## src/rtl/multiplier_seq_control_pkg.sv

```systemverilog
// Shared types for the sequential multiplier.
// State encoding and step bounds.
package multiplier_seq_control_pkg;

  typedef enum logic [1:0] {
    IDLE = 2'd0,
    MUL  = 2'd1,
    DONE = 2'd2
  } state_t;

  localparam logic [1:0] STEP_LAST = 2'd3;

endpackage

```

## src/rtl/multiplier_seq_control_mult.sv

```systemverilog
// Combinational unsigned W x W multiplier.
// Shared by the sequencer one half-product per cycle.
module multiplier_C #(
  parameter int W = 12
) (
  input  logic [W-1:0]   Data_A_i,
  input  logic [W-1:0]   Data_B_i,
  output logic [2*W-1:0] Data_S_o
);

  logic [2*W-1:0] a_ext;
  logic [2*W-1:0] b_ext;

  assign a_ext = {{W{1'b0}}, Data_A_i};
  assign b_ext = {{W{1'b0}}, Data_B_i};

  assign Data_S_o = a_ext * b_ext;

endmodule

```

## src/rtl/multiplier_seq_control.sv

```systemverilog
// Four-cycle W x W multiplier built on one
// shared (W/2) x (W/2) combinational multiplier.
module multiplier_seq_control
  import multiplier_seq_control_pkg::*;
#(
  parameter int W = 24
) (
  input  logic           clk,
  input  logic           rst,
  input  logic           start_i,
  input  logic [W-1:0]   Data_A_i,
  input  logic [W-1:0]   Data_B_i,
  output logic           busy_o,
  output logic           ready_o,
  output logic [2*W-1:0] Data_S_o
);

  localparam int H = W / 2;

  state_t         state;
  state_t         state_d;
  logic [1:0]     step;
  logic [2*W-1:0] acc;
  logic [W-1:0]   a_q;
  logic [W-1:0]   b_q;
  logic [H-1:0]   mul_a;
  logic [H-1:0]   mul_b;
  logic [W-1:0]   pp;
  logic [2*W-1:0] pp_ext;
  logic [2*W-1:0] pp_sh;
  logic [2*W-1:0] sum;
  logic           accept;

  assign accept = start_i &&
                  (state == IDLE || state == DONE);
  assign busy_o = (state == MUL);

  // Select half operands and weight of this step's partial product.
  always_comb begin
    mul_a = a_q[H-1:0];
    mul_b = b_q[H-1:0];
    pp_sh = pp_ext;
    unique case (step)
      2'd0: begin
        mul_a = a_q[H-1:0];
        mul_b = b_q[H-1:0];
        pp_sh = pp_ext;
      end
      2'd1: begin
        mul_a = a_q[H-1:0];
        mul_b = b_q[W-1:H];
        pp_sh = pp_ext << H;
      end
      2'd2: begin
        mul_a = a_q[W-1:H];
        mul_b = b_q[H-1:0];
        pp_sh = pp_ext << H;
      end
      2'd3: begin
        mul_a = a_q[W-1:H];
        mul_b = b_q[W-1:H];
        pp_sh = pp_ext << (2 * H);
      end
    endcase
  end

  multiplier_C #(
    .W(H)
  ) u_mul (
    .Data_A_i(mul_a),
    .Data_B_i(mul_b),
    .Data_S_o(pp)
  );

  assign pp_ext = {{W{1'b0}}, pp};
  assign sum    = acc + pp_sh;

  // Next-state logic of the sequencer.
  always_comb begin
    state_d = state;
    unique case (state)
      IDLE: if (start_i) state_d = MUL;
      MUL:  if (step == STEP_LAST) state_d = DONE;
      DONE: state_d = start_i ? MUL : IDLE;
      default: state_d = IDLE;
    endcase
  end

  // State register.
  always_ff @(posedge clk or posedge rst) begin
    if (rst) state <= IDLE;
    else     state <= state_d;
  end

  // Operand capture, accumulation and result register.
  always_ff @(posedge clk or posedge rst) begin
    if (rst) begin
      step     <= 2'd0;
      acc      <= '0;
      a_q      <= '0;
      b_q      <= '0;
      ready_o  <= 1'b0;
      Data_S_o <= '0;
    end else begin
      ready_o <= 1'b0;
      if (accept) begin
        a_q  <= Data_A_i;
        b_q  <= Data_B_i;
        acc  <= '0;
        step <= 2'd0;
      end else if (state == MUL) begin
        acc  <= sum;
        step <= step + 2'd1;
        if (step == STEP_LAST) begin
          Data_S_o <= sum;
          ready_o  <= 1'b1;
        end
      end
    end
  end

endmodule

```

## config.mk

```make
export PLATFORM = sky130hd
export DESIGN_NAME = multiplier_seq_control
export DESIGN_NICKNAME = d
export VERILOG_FILES = /design/src/rtl/multiplier_seq_control_pkg.sv /design/src/rtl/multiplier_seq_control_mult.sv /design/src/rtl/multiplier_seq_control.sv
export SDC_FILE = /design/constraint.sdc
export NUM_CORES = 1
export LEC_CHECK = 0
export CELL_PAD_IN_SITES_DETAIL_PLACEMENT = 0
export CELL_PAD_IN_SITES_GLOBAL_PLACEMENT = 1
export CORE_MARGIN = 2
export CORE_UTILIZATION = 30
export DETAILED_ROUTE_END_ITERATION = 10
export PLACE_DENSITY_LB_ADDON = 0.1
export SYNTH_ARGS = -nofsm -noshare
export SYNTH_HDL_FRONTEND = slang
export SYNTH_SLANG_ARGS = --single-unit
```

## constraint.sdc

```tcl
create_clock -name clk -period 25 [get_ports clk]
set_input_delay 5 -clock clk [delete_from_list [all_inputs] [get_ports clk]]
set_output_delay 5 -clock clk [all_outputs]
set_load 0.01 [all_outputs]
```

==> summary.txt <==
Synthesis
  • Largest family of logic cells by synthesized area: adder cells
  • Avg Inst Size Synth: ~9 sq um
  • Adder-cell share of the synthesized area: 0.2536
  • Async set-reset flop share out of synthesis: 1.000
  • Xor/xnor share of the synthesized area: 0.03815
  • Post-synth EDFFs: 0
  • Synth Cell Area: 0.01355 sq mm
  • Syn Nets: approximately 1800
  • Top cell type's share of synthesized area: 0.2752
  • Part of the Yosys area used for sequential elements: 0.2752
  • Syn Inst Count: 1498
  • Synth cell types: 65
  • Synthesized flop and latch total: between 100 and 150
  • Synth Area in Compound Gates: 0.1589
  • Multiplexer share of the synthesized area: 0.07093
  • Post-synth top flop: dfrtp_1
  • Warnings, synthesis: 0
  • Area leader, netlist: dfrtp_1
  • Top cells by area, synth: dfrtp_1 28%, fa_1 15%, ha_1 10%
  • Simple-gate share of the synthesized area: 0.1399

Worst setup path
  • Max FO, Critical Path: 19
  • Worst EP required: approximately 25 ns
  • Slowest cell delay on critical path: ~0.81 ns
  • CP Buf/Inv Count: 5
  • Endpoint class of the critical path: flop
  • Crit path arrival time: roughly 10 ns
  • CP startpoint: step[0]$_DFFE_PP0P_
  • Critical path launch point type: flop
  • Setup slack, reg-to-reg: 15.08 ns
  • RR Startpoint: step[0]$_DFFE_PP0P_
  • R2R cell count: 33
  • Critical R2R Capture: acc[46]$_DFFE_PP0P_
  • Crit-path slowest cell: nor2_2
  • Setup CP Type: flop to flop
  • Crit path max-delay family: adder cells
  • Crit path depth: 33
  • CP Capture Point: acc[46]$_DFFE_PP0P_

Clock network
  • CTS clk-pin slew, worst paths: 0.07 ns
  • Clock sinks: between 100 and 150
  • Resized Gates After CTS: 0
  • Post-CTS Setup Repair Bufs: 0
  • Clk Latency, worst-skew pair: a little under 0.5 ns
  • CTS max path bufs: 2
  • CTS buffer count: 17
  • CTS tree: yes
  • Max H-tree Level: 4
  • Hold_buf cts: 0
  • Root Buffer: clkbuf_16

Detailed routing
  • Drt via density: between 4 and 5
  • Drt first pass iters: 5
  • Detail Route Antenna Nets: 0
  • DR DRC count: 0
  • Iter 0 DRT Violations: 576
  • Post-Route WL: just under 40 mm
  • Wire per inst: between 15 and 20 microns
  • Via count: ~11000

Floorplan
  • Rows: 77
  • Core ar.: 0.04441 sq mm
  • Full die area: 0.04687 sq mm
  • Top-level port count: approximately 100
  • Die Ht: 216.5 microns
  • Initial core utilization: 0.3050
  • Die W: roughly 220 microns

Placement
  • GPL Wtd Cong: between 0.8 and 0.9
  • I/O Buffers: 100
  • Cell Area, Placed: 0.01512 sq mm
  • Post-DP HPWL: ~31 mm

Global routing
  • Met2 Resource Use GR: 0.2685
  • Vias in the first global route: 10810
  • Largest net degree at the start of global routing: 84
  • Initial antenna violation count: 0
  • GRT overflow: 0
  • First-pass GRT wire length: between 60 and 70 mm
  • Gr busiest metal: met2
  • GRT met1 Usage: 0.2505
  • Met3 Use GR: 0.03396
  • GRT Total Usage: 0.1747

STA
  • Hold Fails Final Rpt: 0
  • Final TNS setup: 0 ns
  • Slew Limit Fails: 0
  • RSZ-0062 raised after global routing: false
  • Period minus WS final: between 9 and 10 ns
  • Tcrit/Tclk final: 0.3970
  • Worst Max-Slew Pin Slew: 1.047 ns
  • Relative slew slack: 0.3013
  • Final Setup Violations: 0
  • Final Hold Slack: 0.4776 ns
  • Clock skew: around 0.015 ns
  • Max Fclk: slightly above 100 MHz

Finish
  • Layout cells sized above 1: 0.08513
  • Synth-to-layout area growth: 15.83%
  • Post-Layout Inst Area: 0.01569 sq mm
  • Ant. Diodes: 0
  • Nets@finish: around 1800

Flow run
  • Max_cap viols: 0

Min path
  • Hold Crit Class: flop to flop

Run status
  • Status: completed
==> kinds of logic (layout without fill, tap and decap cells) <==
logic type | Yosys count | count (layout)
compound gates | 336 | 336
xor+xnor | 59 | 59
fa+ha+maj | 214 | 214
buf+inv | 225 | 301
flops | 149 | 149
mux | 87 | 87
simple gates | 428 | 428
==> final cells by class <==
cell class | count | area, sq um
inverter | 162 | 613.1
clock buffer | 17 | 425.4
sequential | 149 | 3729
timing repair buffer | 107 | 1054
fill | 4604 | 28720
tap | 592 | 740.7
multi-input combinational | 1124 | 8984
clock inverter | 15 | 146.4
==> metrics by stage <==
step	worst slack, ns	utilization	instances
2_1_floorplan	15.99	-	1498
3_3_place_gp	15.22	0.3404	2134
3_5_place_dp	15.05	0.3404	2134
4_1_cts	15.02	0.3533	2166
5_1_grt	14.41	0.3533	2166
6_report	15.08	0.3533	2166
==> metal layers <==
metal | vias to the layer above | share of wire
met5 | - | 0
met4 | 0 | 0.012
met3 | 23 | 0.030
met2 | 128 | 0.46
met1 | 5347 | 0.50
li1 | 5198 | -
==> cell usage in the layout (no fill, tap or decap), types with 33 or more instances in the layout <==
cell / instances
nand2_1: 221
inv_1: 160
dfrtp_1: 149
ha_1: 113
o21ai_0: 107
fa_1: 101
clkdlybuf4s50_1: 100
nor2_1: 80
mux2_2: 72
a21oi_1: 64
a21o_1: 42
and2_1: 38
xnor2_1: 33
==> state kept, by name, summed over array words and instances, names as in the netlist <==
signal	flops
state	2
ready_o	1
Data_S_o	48
acc	48
a_q	24
step	2
b_q	24
==> worst min-delay path by stage <==
| stage | to | from | slack [ns] | depth (start not counted) |
|---|---|---|---|---|
| after floorplan | acc[29]$_DFFE_PP0P_ | acc[29]$_DFFE_PP0P_ | 0.46 | 2 |
| after global placement | Data_S_o[25]$_DFFE_PP0P_ | Data_S_o[25]$_DFFE_PP0P_ | 0.47 | 2 |
| after detailed placement | Data_S_o[0]$_DFFE_PP0P_ | Data_S_o[0]$_DFFE_PP0P_ | 0.47 | 2 |
| after CTS | Data_S_o[0]$_DFFE_PP0P_ | Data_S_o[0]$_DFFE_PP0P_ | 0.48 | 2 |
| after global routing | Data_S_o[0]$_DFFE_PP0P_ | Data_S_o[0]$_DFFE_PP0P_ | 0.51 | 2 |
| final | Data_S_o[8]$_DFFE_PP0P_ | Data_S_o[8]$_DFFE_PP0P_ | 0.48 | 2 |
==> worst min-delay path, stage by stage (launching register included) <==
cell     delay (ns)
dfrtp_1        0.34
nand2_1        0.04
o21ai_0        0.06
==> cell usage after synthesis, types with 15 or more instances <==
cell,n
ha_1,113
a21oi_1,64
o21bai_1,18
dfrtp_1,149
o21ai_0,107
clkbuf_1,48
inv_1,161
nand3_1,22
xor2_1,26
xnor2_1,33
nand2_1,222
fa_1,101
nor2_1,83
a21o_1,42
mux2_2,72
and2_1,38
mux2i_1,15
nand4_1,17
Power is not shown: default switching activity piles up to over one toggle a cycle in this logic, so the estimate is an artifact.
